**config.mk**
```make
export PLATFORM = sky130hd
export DESIGN_NAME = cpu_reg_bank
export DESIGN_NICKNAME = d
export VERILOG_FILES = /design/src/rtl/cpu_pkg.sv /design/src/rtl/reg_bank_next.sv /design/src/rtl/cpu_reg_bank.sv
export SDC_FILE = /design/constraint.sdc
export NUM_CORES = 1
export LEC_CHECK = 0
export CORE_MARGIN = 1
export CORE_UTILIZATION = 40
export DETAILED_ROUTE_END_ITERATION = 8
export SLEW_MARGIN = 10
export SYNTH_ARGS = -nofsm -noshare
export SYNTH_HDL_FRONTEND = slang
export SYNTH_SLANG_ARGS = --single-unit
```
**constraint.sdc**
```tcl
create_clock -name clk -period 3.05 [get_ports clk]
set_input_delay 0.305 -clock clk [delete_from_list [all_inputs] [get_ports clk]]
set_output_delay 0.305 -clock clk [all_outputs]
set_load 0.1 [all_outputs]
```
**src/rtl/cpu_pkg.sv**
```systemverilog
// ============================================================================
// cpu_pkg
// Shared CPU datapath definitions: write-mode encodings and default width.
// Revision: 1.0
// ============================================================================
`default_nettype none

package cpu_pkg;

  localparam int CPU_DATA_W = 32;

  typedef enum logic [1:0] {
    WM_LOAD  = 2'b00,
    WM_CLEAR = 2'b01,
    WM_INC   = 2'b10,
    WM_SHL   = 2'b11
  } wr_mode_e;

endpackage

`default_nettype wire

```
**src/rtl/reg_bank_next.sv**
```systemverilog
// ============================================================================
// reg_bank_next
// Combinational next-value and wrap computation for the register-bank write port.
// Revision: 1.0
// ============================================================================
`default_nettype none

module reg_bank_next
  import cpu_pkg::*;
#(
  parameter int DATA_W = CPU_DATA_W
) (
  input  wr_mode_e          i_mode,
  input  logic [DATA_W-1:0] i_old,
  input  logic [DATA_W-1:0] i_wr_data,
  output logic [DATA_W-1:0] o_next,
  output logic              o_wrap
);

  always_comb begin
    o_next = i_old;
    o_wrap = 1'b0;
    case (i_mode)
      WM_LOAD:  o_next = i_wr_data;
      WM_CLEAR: o_next = '0;
      WM_INC: begin
        o_next = i_old + DATA_W'(1);
        o_wrap = &i_old;
      end
      WM_SHL:   o_next = {i_old[DATA_W-2:0], 1'b0};
    endcase
  end

endmodule

`default_nettype wire

```
**src/rtl/cpu_reg_bank.sv**
```systemverilog
// ============================================================================
// cpu_reg_bank
// Register bank with one multi-mode write port and two forwarded, registered read ports.
// Revision: 1.0
// ============================================================================
`default_nettype none

module cpu_reg_bank
  import cpu_pkg::*;
#(
  parameter  int DATA_W  = CPU_DATA_W,
  parameter  int NREGS   = 8,
  parameter  int ZERO_R0 = 0,
  localparam int ADDR_W  = $clog2(NREGS)
) (
  input  logic              clk,
  input  logic              rst,
  input  logic              wr_en,
  input  logic [1:0]        wr_mode,
  input  logic [ADDR_W-1:0] wr_addr,
  input  logic [DATA_W-1:0] wr_data,
  input  logic [ADDR_W-1:0] rd_addr_a,
  output logic [DATA_W-1:0] rd_data_a,
  input  logic [ADDR_W-1:0] rd_addr_b,
  output logic [DATA_W-1:0] rd_data_b,
  output logic              ovf
);

  localparam logic c_ZERO_R0 = (ZERO_R0 != 0);

  logic [DATA_W-1:0] r_regs [NREGS];
  logic [DATA_W-1:0] r_rd_a;
  logic [DATA_W-1:0] r_rd_b;
  logic              r_ovf;

  logic [DATA_W-1:0] w_next;
  logic              w_wrap;
  logic              w_do_write;
  logic [DATA_W-1:0] w_rd_a;
  logic [DATA_W-1:0] w_rd_b;

  reg_bank_next #(
    .DATA_W (DATA_W)
  ) u_next (
    .i_mode    (wr_mode_e'(wr_mode)),
    .i_old     (r_regs[wr_addr]),
    .i_wr_data (wr_data),
    .o_next    (w_next),
    .o_wrap    (w_wrap)
  );

  // A write to a hardwired-zero R0 is suppressed entirely, including its ovf.
  assign w_do_write = wr_en && !(c_ZERO_R0 && (wr_addr == '0));

  always_comb begin
    w_rd_a = r_regs[rd_addr_a];
    w_rd_b = r_regs[rd_addr_b];
    if (w_do_write && (wr_addr == rd_addr_a)) w_rd_a = w_next;
    if (w_do_write && (wr_addr == rd_addr_b)) w_rd_b = w_next;
    if (c_ZERO_R0 && (rd_addr_a == '0)) w_rd_a = '0;
    if (c_ZERO_R0 && (rd_addr_b == '0)) w_rd_b = '0;
  end

  always_ff @(posedge clk) begin
    if (rst) begin
      for (int i = 0; i < NREGS; i++) r_regs[i] <= '0;
      r_rd_a <= '0;
      r_rd_b <= '0;
      r_ovf  <= 1'b0;
    end else begin
      if (w_do_write) r_regs[wr_addr] <= w_next;
      r_rd_a <= w_rd_a;
      r_rd_b <= w_rd_b;
      r_ovf  <= w_do_write && w_wrap;
    end
  end

  assign rd_data_a = r_rd_a;
  assign rd_data_b = r_rd_b;
  assign ovf       = r_ovf;

endmodule

`default_nettype wire

```
## Yosys cells after proc, flatten, opt, wreduce, memory -nomap -nowiden

Memory sizes are Yosys's and may differ from the RTL's. A register that Yosys moved wholly into a read port is not among the register bits.
Cells that the tools add are included.

- Register bits after elaboration: 1
- Bits in writable memories: 256
- Bits of input ports: 46
- Output and inout bits: 65
- Word-level logic and storage cells: 20
- Memories kept: 1

- Add/subtract/negate cells: 1
- Equal/unequal tests: 3
- Muxes and demuxes: 10
- Reduce and logical (&&, ||, !) cells: 4

Memory list:

| name | words | bits a word | rd ports | clocked after memory_dff | wr ports | line | text |
|---|---|---|---|---|---|---|---|
| r_regs | 8 | 32 | 3 | 2 | 8 | cpu_reg_bank.sv:31 | `logic [DATA_W-1:0] r_regs [NREGS];` |

Operator list:

| kind | number |
|---|---|
| one-hot mux 32 bit (4 select lines) | 1 |
| adder 32 x 1 -> 32 bit (second input constant) | 1 |
| 2-to-1 mux 32 bit | 1 |
| AND reduction 32 bit | 1 |
| OR reduction 32 bit | 1 |
| 2-to-1 mux 1 bit | 7 |
| == test 2 bit (second input constant) | 2 |
| 2-to-1 mux 3 bit | 1 |
| == test 2 x 1 -> 1 bit (second input constant) | 1 |
| logical NOT 2 bit | 1 |
| logical AND 1 bit | 1 |

## Longest topological paths before layout

Gate-level depths: netlist (run 1).

- Word-level depth: 5
- Gate-level depth with buffers: 15
- Mapped depth without buffers: 11

## Cells and area by module

From an unflattened synthesis (run 1), not the netlist that was laid out.

- Cells, all modules: 1457
- Area, all modules: 18873.1 um2

By module, submodules not included:

| module | times used | cells an instance | area an instance (um2) | seq. area each (um2) |
|---|---|---|---|---|
| cpu_reg_bank | 1 | 1244 | 17559.3 | 8988.6 |
| reg_bank_next | 1 | 213 | 1313.8 | 0.0 |

## Worst setup path after synthesis (run 1)

Ideal clock, no wire load.

- Path type: in2reg
- Start point: input port wr_addr[0]
- End point: memory r_regs[0][12] (netlist name), data pin
- Library setup time: 266 ps
- Arrival: 2857 ps
- Data required time: 2784 ps
- Slack: -73 ps
- Stages on the path: 13
- Path buffers: 2
- Cell sequence: buf_6 -> buf_8 -> mux4_2 -> mux2i_1 -> inv_1 -> ha_1 -> inv_1 -> nor3_2 -> and3_1 -> a31o_2 -> a21oi_1 -> a2bb2oi_2 -> nor2_1

RTL lines:

| what | line | text |
|---|---|---|
| start: declaration | cpu_reg_bank.sv:20 | `input logic [ADDR_W-1:0] wr_addr,` |
| end: declaration | cpu_reg_bank.sv:31 |  |

==> flow_summary.json, run 1 <==
{
  "status": "completed",
  "synth_cell_types": 68,
  "seq_area_um2": 8990,
  "track_usage": 0.254,
  "synth-simple-area-share": 0.118,
  "clk_latency_ns": 0.56,
  "layout_common_cells": "275 x nor2_1, 256 x edfxtp_1, 188 x buf_4, 185 x mux4_2, 125 x a211oi_1",
  "synth-xor-area-share": 0.0120,
  "timing.hold.ws_ns": 0.602,
  "routed-via-count": 13600,
  "yosysSeqAreaShare": 0.492,
  "period_minus_slack_ns": 2.95,
  "path_class": "register to register",
  "antenna_found_initial": 0,
  "cap_violations": 0,
  "synth_top_area_cell": "edfxtp_1",
  "grt_pass1_wl_um": 86800,
  "met2_usage": 0.415,
  "final_common_cell": "nor2_1",
  "area_delta_synth_final_pct": 24.4,
  "die_h_um": 216,
  "first_global_vias": 13400,
  "postSynthAreaPerCell_um2": 13.5,
  "dp_cells": 2121,
  "busiest_layer": "met2",
  "grt_max_degree": 73,
  "rows": 77,
  "synth.top_cell.area_share": 0.421,
  "first_iter_violations": 1507,
  "endpoint_kind": "register",
  "clockRootBuffer": "clkbuf_16",
  "synth_warnings": 0,
  "h-tree-depth": 2,
  "synth.area.top_cells": "edfxtp_1 42%, mux4_2 23%, dfxtp_1 7.1%",
  "wirelength_um": 58900,
  "use_met1": 0.345,
  "start_util": 0.409,
  "yosys.area_share.adder": 0.000685,
  "finClkSkew_ns": 0.0210,
  "core_area_um2": 44600,
  "cts_tree": "yes",
  "cts.sinks": 321,
  "slew_viol_final": 0,
  "synthArstFlopShare": 0,
  "dr.pass1.iters": 6,
  "syn_inst": 1353,
  "finalSetupViolations": 0,
  "fin_cells": 2194,
  "nFillCells": 3827,
  "rsz0062_at_grt": "yes",
  "place_congestion": 0.864,
  "grt.overflow.total": 0,
  "met3_usage": 0.0397,
  "synth_area_um2": 18300,
  "clkTransAtPathRegs_ns": 0.06,
  "cts_made_buffers": 38,
  "critPathLaunchType": "register",
  "cellPowerDensity_nw_per_um2": 531,
  "synth_ff_type": "edfxtp_1",
  "synth_compound_area_frac": 0.0863,
  "hold_viol": 0,
  "layout-drive-gt1-share": 0.349,
  "drc": 0,
  "ir_drop_mv": 0.392,
  "fmax_mhz": 339,
  "cp_data_arrival_time_ns": 3.40,
  "antenna_cells": 0,
  "wl_per_cell_um": 26.9,
  "ios": 111,
  "synthesis.nets": 1400,
  "synth_mux_area_frac": 0.256,
  "tightest_slew_ns": 1.03,
  "fin_crit_sh": 0.967,
  "nNetsFinal": 1620,
  "detail-route-antenna-nets": 0,
  "die_x_um": 216,
  "synth_edf_count": 256,
  "dp_hpwl_um": 37100,
  "post-route-util": 0.509,
  "via_per_inst": 6.20,
  "dieArea_um2": 46500,
  "hp-class": "input pin to register",
  "ctsHoldBuffers": 0,
  "p_leak_nw": 7.85,
  "port_buffers": 110,
  "synth_top_family_by_area": "multiplexers",
  "crit_path_max_fanout": 10,
  "clk_path_buf_depth": 3,
  "multi_input_area_um2": 8850,
  "required_ns": 3.50,
  "relSlewSlack": 0.313,
  "ys_ff_latch": 321
}
[worst paths after layout]
check	endpoint	slack, ns	depth (start not counted)	start
max reg2reg	rd_data_b[31]$_SDFF_PP0_	0.10	12	r_regs[4][19]$_SDFFCE_PN0P_
min	rd_data_a[6]$_SDFF_PP0_	0.60	3	rst
min reg2reg	rd_data_a[6]$_SDFF_PP0_	0.89	3	r_regs[7][6]$_SDFFCE_PN0P_
max	rd_data_b[31]$_SDFF_PP0_	0.10	12	r_regs[4][19]$_SDFFCE_PN0P_
[layout make-up]
| type | instances | area share |
|---|---|---|
| multi-input cells | 903 | 0.389 |
| repair buffers | 301 | 0.127 |
| inverters | 8 | 0.00132 |
| clock inverters | 13 | 0.00446 |
| clock buffers | 56 | 0.0493 |
| flip-flops and latches | 321 | 0.396 |
| well taps | 592 | 0.0326 |
[layer usage]
layer	share of wire	wire length (µm)
met5	0	0
met4	0.029	1720
met3	0.089	5250
met2	0.48	28400
met1	0.40	23500
[report_power, final]
group          total [W]  switching [W]  internal, W
registers        0.00508       0.000133      0.00495
clock network    0.00447        0.00183      0.00264
logic            0.00252        0.00150      0.00102
[logic make-up (layout without fill, tap and decap cells)]
family                   count (synthesis)  in the layout
AO/OA/AOI/OAI                          195            195
flip-flops                             321            321
AND/OR/NAND/NOR                        452            452
adder cells (fa/ha/maj)                  1              1
buffers and inverters                  129            378
multiplexers                           230            230
XOR/XNOR                                25             25
[worst max-delay path, stage by stage (launching register included)]
cell,delay (ns)
edfxtp_1,0.42
mux4_2,0.49
mux2i_2,0.37
nor4_2,0.12
buf_4,0.18
nand4_2,0.06
buf_4,0.19
nor4_4,0.06
xnor2_1,0.13
a222oi_1,0.32
buf_4,0.23
a211oi_1,0.09
buf_4,0.19
[what timing repair did]
action	CTS	global route
cloned	0	2
pin swaps	0	6
setup buffers	0	3
setup endpoints to repair	24	84
gates resized for setup	8	20
[flip-flops by register name, indices dropped and copies added, names as in the netlist]
signal / cells
rd_data_a: 32
r_regs: 256
rd_data_b: 32
ovf: 1
[metrics by stage]
stage	area, µm²	setup WS (ns)	setup TNS [ns]	power, W
after floorplan	18300	0.0324	0	0.00674
after global placement	21300	-0.359	-37.12	0.00762
after detailed placement	21300	-0.453	-40.99	0.00764
after CTS	22600	-0.0412	-0.308	0.0121
after global routing	22700	-0.0525	-0.558	0.0124
final	22700	0.101	0	0.0121
[cell usage after synthesis (3+ instances only)]
master    count
buf_1        12
a21oi_1      11
mux2_2        8
inv_1         5
dfxtp_1      65
buf_2         5
nand4_1       4
buf_8         4
buf_6         6
mux4_2      185
nor4_1        8
a211oi_1    131
nor2_1      277
nor3_1        9
or3_1         3
xnor2_1      16
nand2_1      33
mux4_1        3
a221oi_4      5
nand2b_1     12
edfxtp_1    256
nand3_1      11
clkbuf_1     85
xor2_1        9
nor4_2        9
a31oi_2       3
o21ai_0      14
buf_4         7
a21oi_2       6
nor2b_1      68
mux2i_1      33
or2_2         3
Note: power is estimated with default switching activity, not from simulation.
==> run 2, diff against run 1 <==
Settings changed: RECOVER_POWER from default to 100.
==> run 2 against run 1 <==
Worst setup slack lost 0.0055 ns. Critical path depth grew 2. Sequential power is essentially flat. Via count shrank 0.23%. Design area shrank 1.6%. Sequential share of layout area grew 0.63 points. Highest routed layer unchanged. Critical path type unchanged. Core utilization shrank 0.80 points.
==> flow_summary.json, run 2 (synthesis results as in run 1) <==
{
  "status": "completed",
  "p_comb_frac": 0.203,
  "dp_cells": 2121,
  "layout_setup_ws_ns": 0.0950,
  "die_x_um": 216,
  "antenna_cells": 0,
  "timing.hold.ws_ns": 0.592,
  "fin_area_um2": 22400,
  "fin_cells": 2194,
  "clkTransAtPathRegs_ns": 0.05,
  "required_ns": 3.33,
  "detail-route-antenna-nets": 0,
  "nFillCells": 3884,
  "clk_path_buf_depth": 3,
  "largest_register_ffs": 256,
  "drc": 0,
  "dr.pass1.iters": 5,
  "die_h_um": 216,
  "wl_met2_um": 28700,
  "port_buffers": 110,
  "fmax_mhz": 338,
  "place_ws_ns": -0.453,
  "clockRootBuffer": "clkbuf_16",
  "start_util": 0.409,
  "layout_common_cells": "275 x nor2_1, 256 x edfxtp_1, 185 x mux4_2, 142 x buf_4, 125 x a211oi_1",
  "p_leak_nw": 7.68,
  "place_congestion": 0.864,
  "dr_wl_met3_um": 4980,
  "cts_tree": "yes",
  "relSlewSlack": 0.0826,
  "layout-drive-gt1-share": 0.316,
  "wirelength_um": 58800,
  "fin_crit_sh": 0.969,
  "cap_violations": 0,
  "dp_hpwl_um": 37100,
  "top_layer_used": "met4",
  "p_sw_w": 0.00345,
  "clk_latency_ns": 0.56,
  "cp_data_arrival_time_ns": 3.23,
  "finClkSkew_ns": 0.0194,
  "hp-class": "input pin to register",
  "endpoint_kind": "register",
  "rows": 77,
  "grt.overflow.total": 0,
  "path_class": "register to register",
  "first_global_vias": 13400,
  "crit_path_max_fanout": 5,
  "track_usage": 0.254,
  "ios": 111,
  "nNetsFinal": 1620,
  "ctsHoldBuffers": 0,
  "period_minus_slack_ns": 2.96,
  "cellPowerDensity_nw_per_um2": 536,
  "via_per_inst": 6.18,
  "critPathLaunchType": "register",
  "slew_viol_final": 0,
  "min_from": "rst",
  "routed-via-count": 13600,
  "h-tree-depth": 2,
  "post_dp_cell_area_um2": 21300,
  "tightest_slew_ns": 1.38,
  "wl_per_cell_um": 26.8,
  "power_frac_clock": 0.373,
  "first_iter_violations": 1549,
  "grt_max_degree": 73,
  "power.internal_w": 0.00852,
  "antenna_found_initial": 0,
  "met1_length_um": 23600,
  "crit_start": "r_regs[7][1]$_SDFFCE_PN0P_",
  "p_seq_frac": 0.424,
  "ir_drop_mv": 0.384,
  "final_common_cell": "nor2_1",
  "rsz0062_at_grt": "yes",
  "cts.sinks": 321,
  "cts_made_buffers": 38,
  "dieArea_um2": 46500,
  "grt_pass1_wl_um": 86800,
  "area_delta_synth_final_pct": 22.5,
  "finalSetupViolations": 0,
  "swShare": 0.288,
  "core_area_um2": 44600,
  "largest_register": "r_regs",
  "r2r-start": "r_regs[7][1]$_SDFFCE_PN0P_",
  "hold_viol": 0
}
==> run 2: final cells by class <==
type | count | area, µm² | area share
tap | 592 | 741 | 0.0331
timing repair buffer | 301 | 2550 | 0.114
inverter | 8 | 30.0 | 0.00134
multi-input combinational | 903 | 8830 | 0.395
clock inverter | 13 | 101 | 0.00453
clock buffer | 56 | 1120 | 0.0501
sequential | 321 | 8990 | 0.402
==> run 2: critical path, stage by stage, from the launching register on <==
cell,delay [ns]
edfxtp_1,0.41
mux4_2,0.26
mux2i_2,0.07
inv_1,0.08
ha_2,0.19
inv_2,0.05
nor3_4,0.28
nand3_2,0.21
buf_4,0.21
nor4_1,0.25
o32ai_2,0.16
a22oi_2,0.18
buf_6,0.15
clkbuf_16,0.14
nor2_1,0.03
==> run 2: final timing paths <==
path / to / slack (ns) / depth (start not counted)
setup / recovery: r_regs[2][20]$_SDFFCE_PN0P_ / 0.09 / 14
hold reg to reg: rd_data_a[6]$_SDFF_PP0_ / 0.88 / 3
setup reg to reg: r_regs[2][20]$_SDFFCE_PN0P_ / 0.09 / 14
hold / removal: rd_data_a[1]$_SDFF_PP0_ / 0.59 / 3
==> run 2: repair_timing <==
| action | CTS | global route |
|---|---|---|
| pin swaps | 0 | 6 |
| buffers inserted | 0 | 3 |
| resized for setup | 8 | 20 |
| endpoints found under the setup margin | 24 | 84 |
| gates cloned | 0 | 2 |
==> run 2: metrics by stage <==
step,TNS [ns],total power (W),utilization
final,0,0.0120,0.501
after global placement,-37.12,0.00762,0.478
after global routing,-0.558,0.0123,0.501
after CTS,-0.308,0.0121,0.506
after floorplan,0,0.00674,-
after detailed placement,-40.99,0.00764,0.478
==> run 2: power by group through the flow <==
stage                     logic (W)  clock network [W]  registers [W]
after global placement      0.00247                  0        0.00515
after global routing        0.00254            0.00468        0.00510
after detailed placement    0.00247                  0        0.00516
final                       0.00243            0.00447        0.00508
after CTS                   0.00249            0.00453        0.00507
after floorplan             0.00113                  0        0.00560
==> run 2: routing by layer <==
layer / global-route usage / vias up
li1: - / 5768
met1: 0.345 / 6994
met2: 0.415 / 700
met3: 0.0397 / 103
met4: 0.0832 / 0
met5: 0 / -
==> run 3, diff against run 2 <==
Settings changed: CORE_MARGIN 1 to default, PLACE_DENSITY from default to 0.6.
==> results of run 3 <==
Final layout, timing and power as in run 2 (identical DEF).
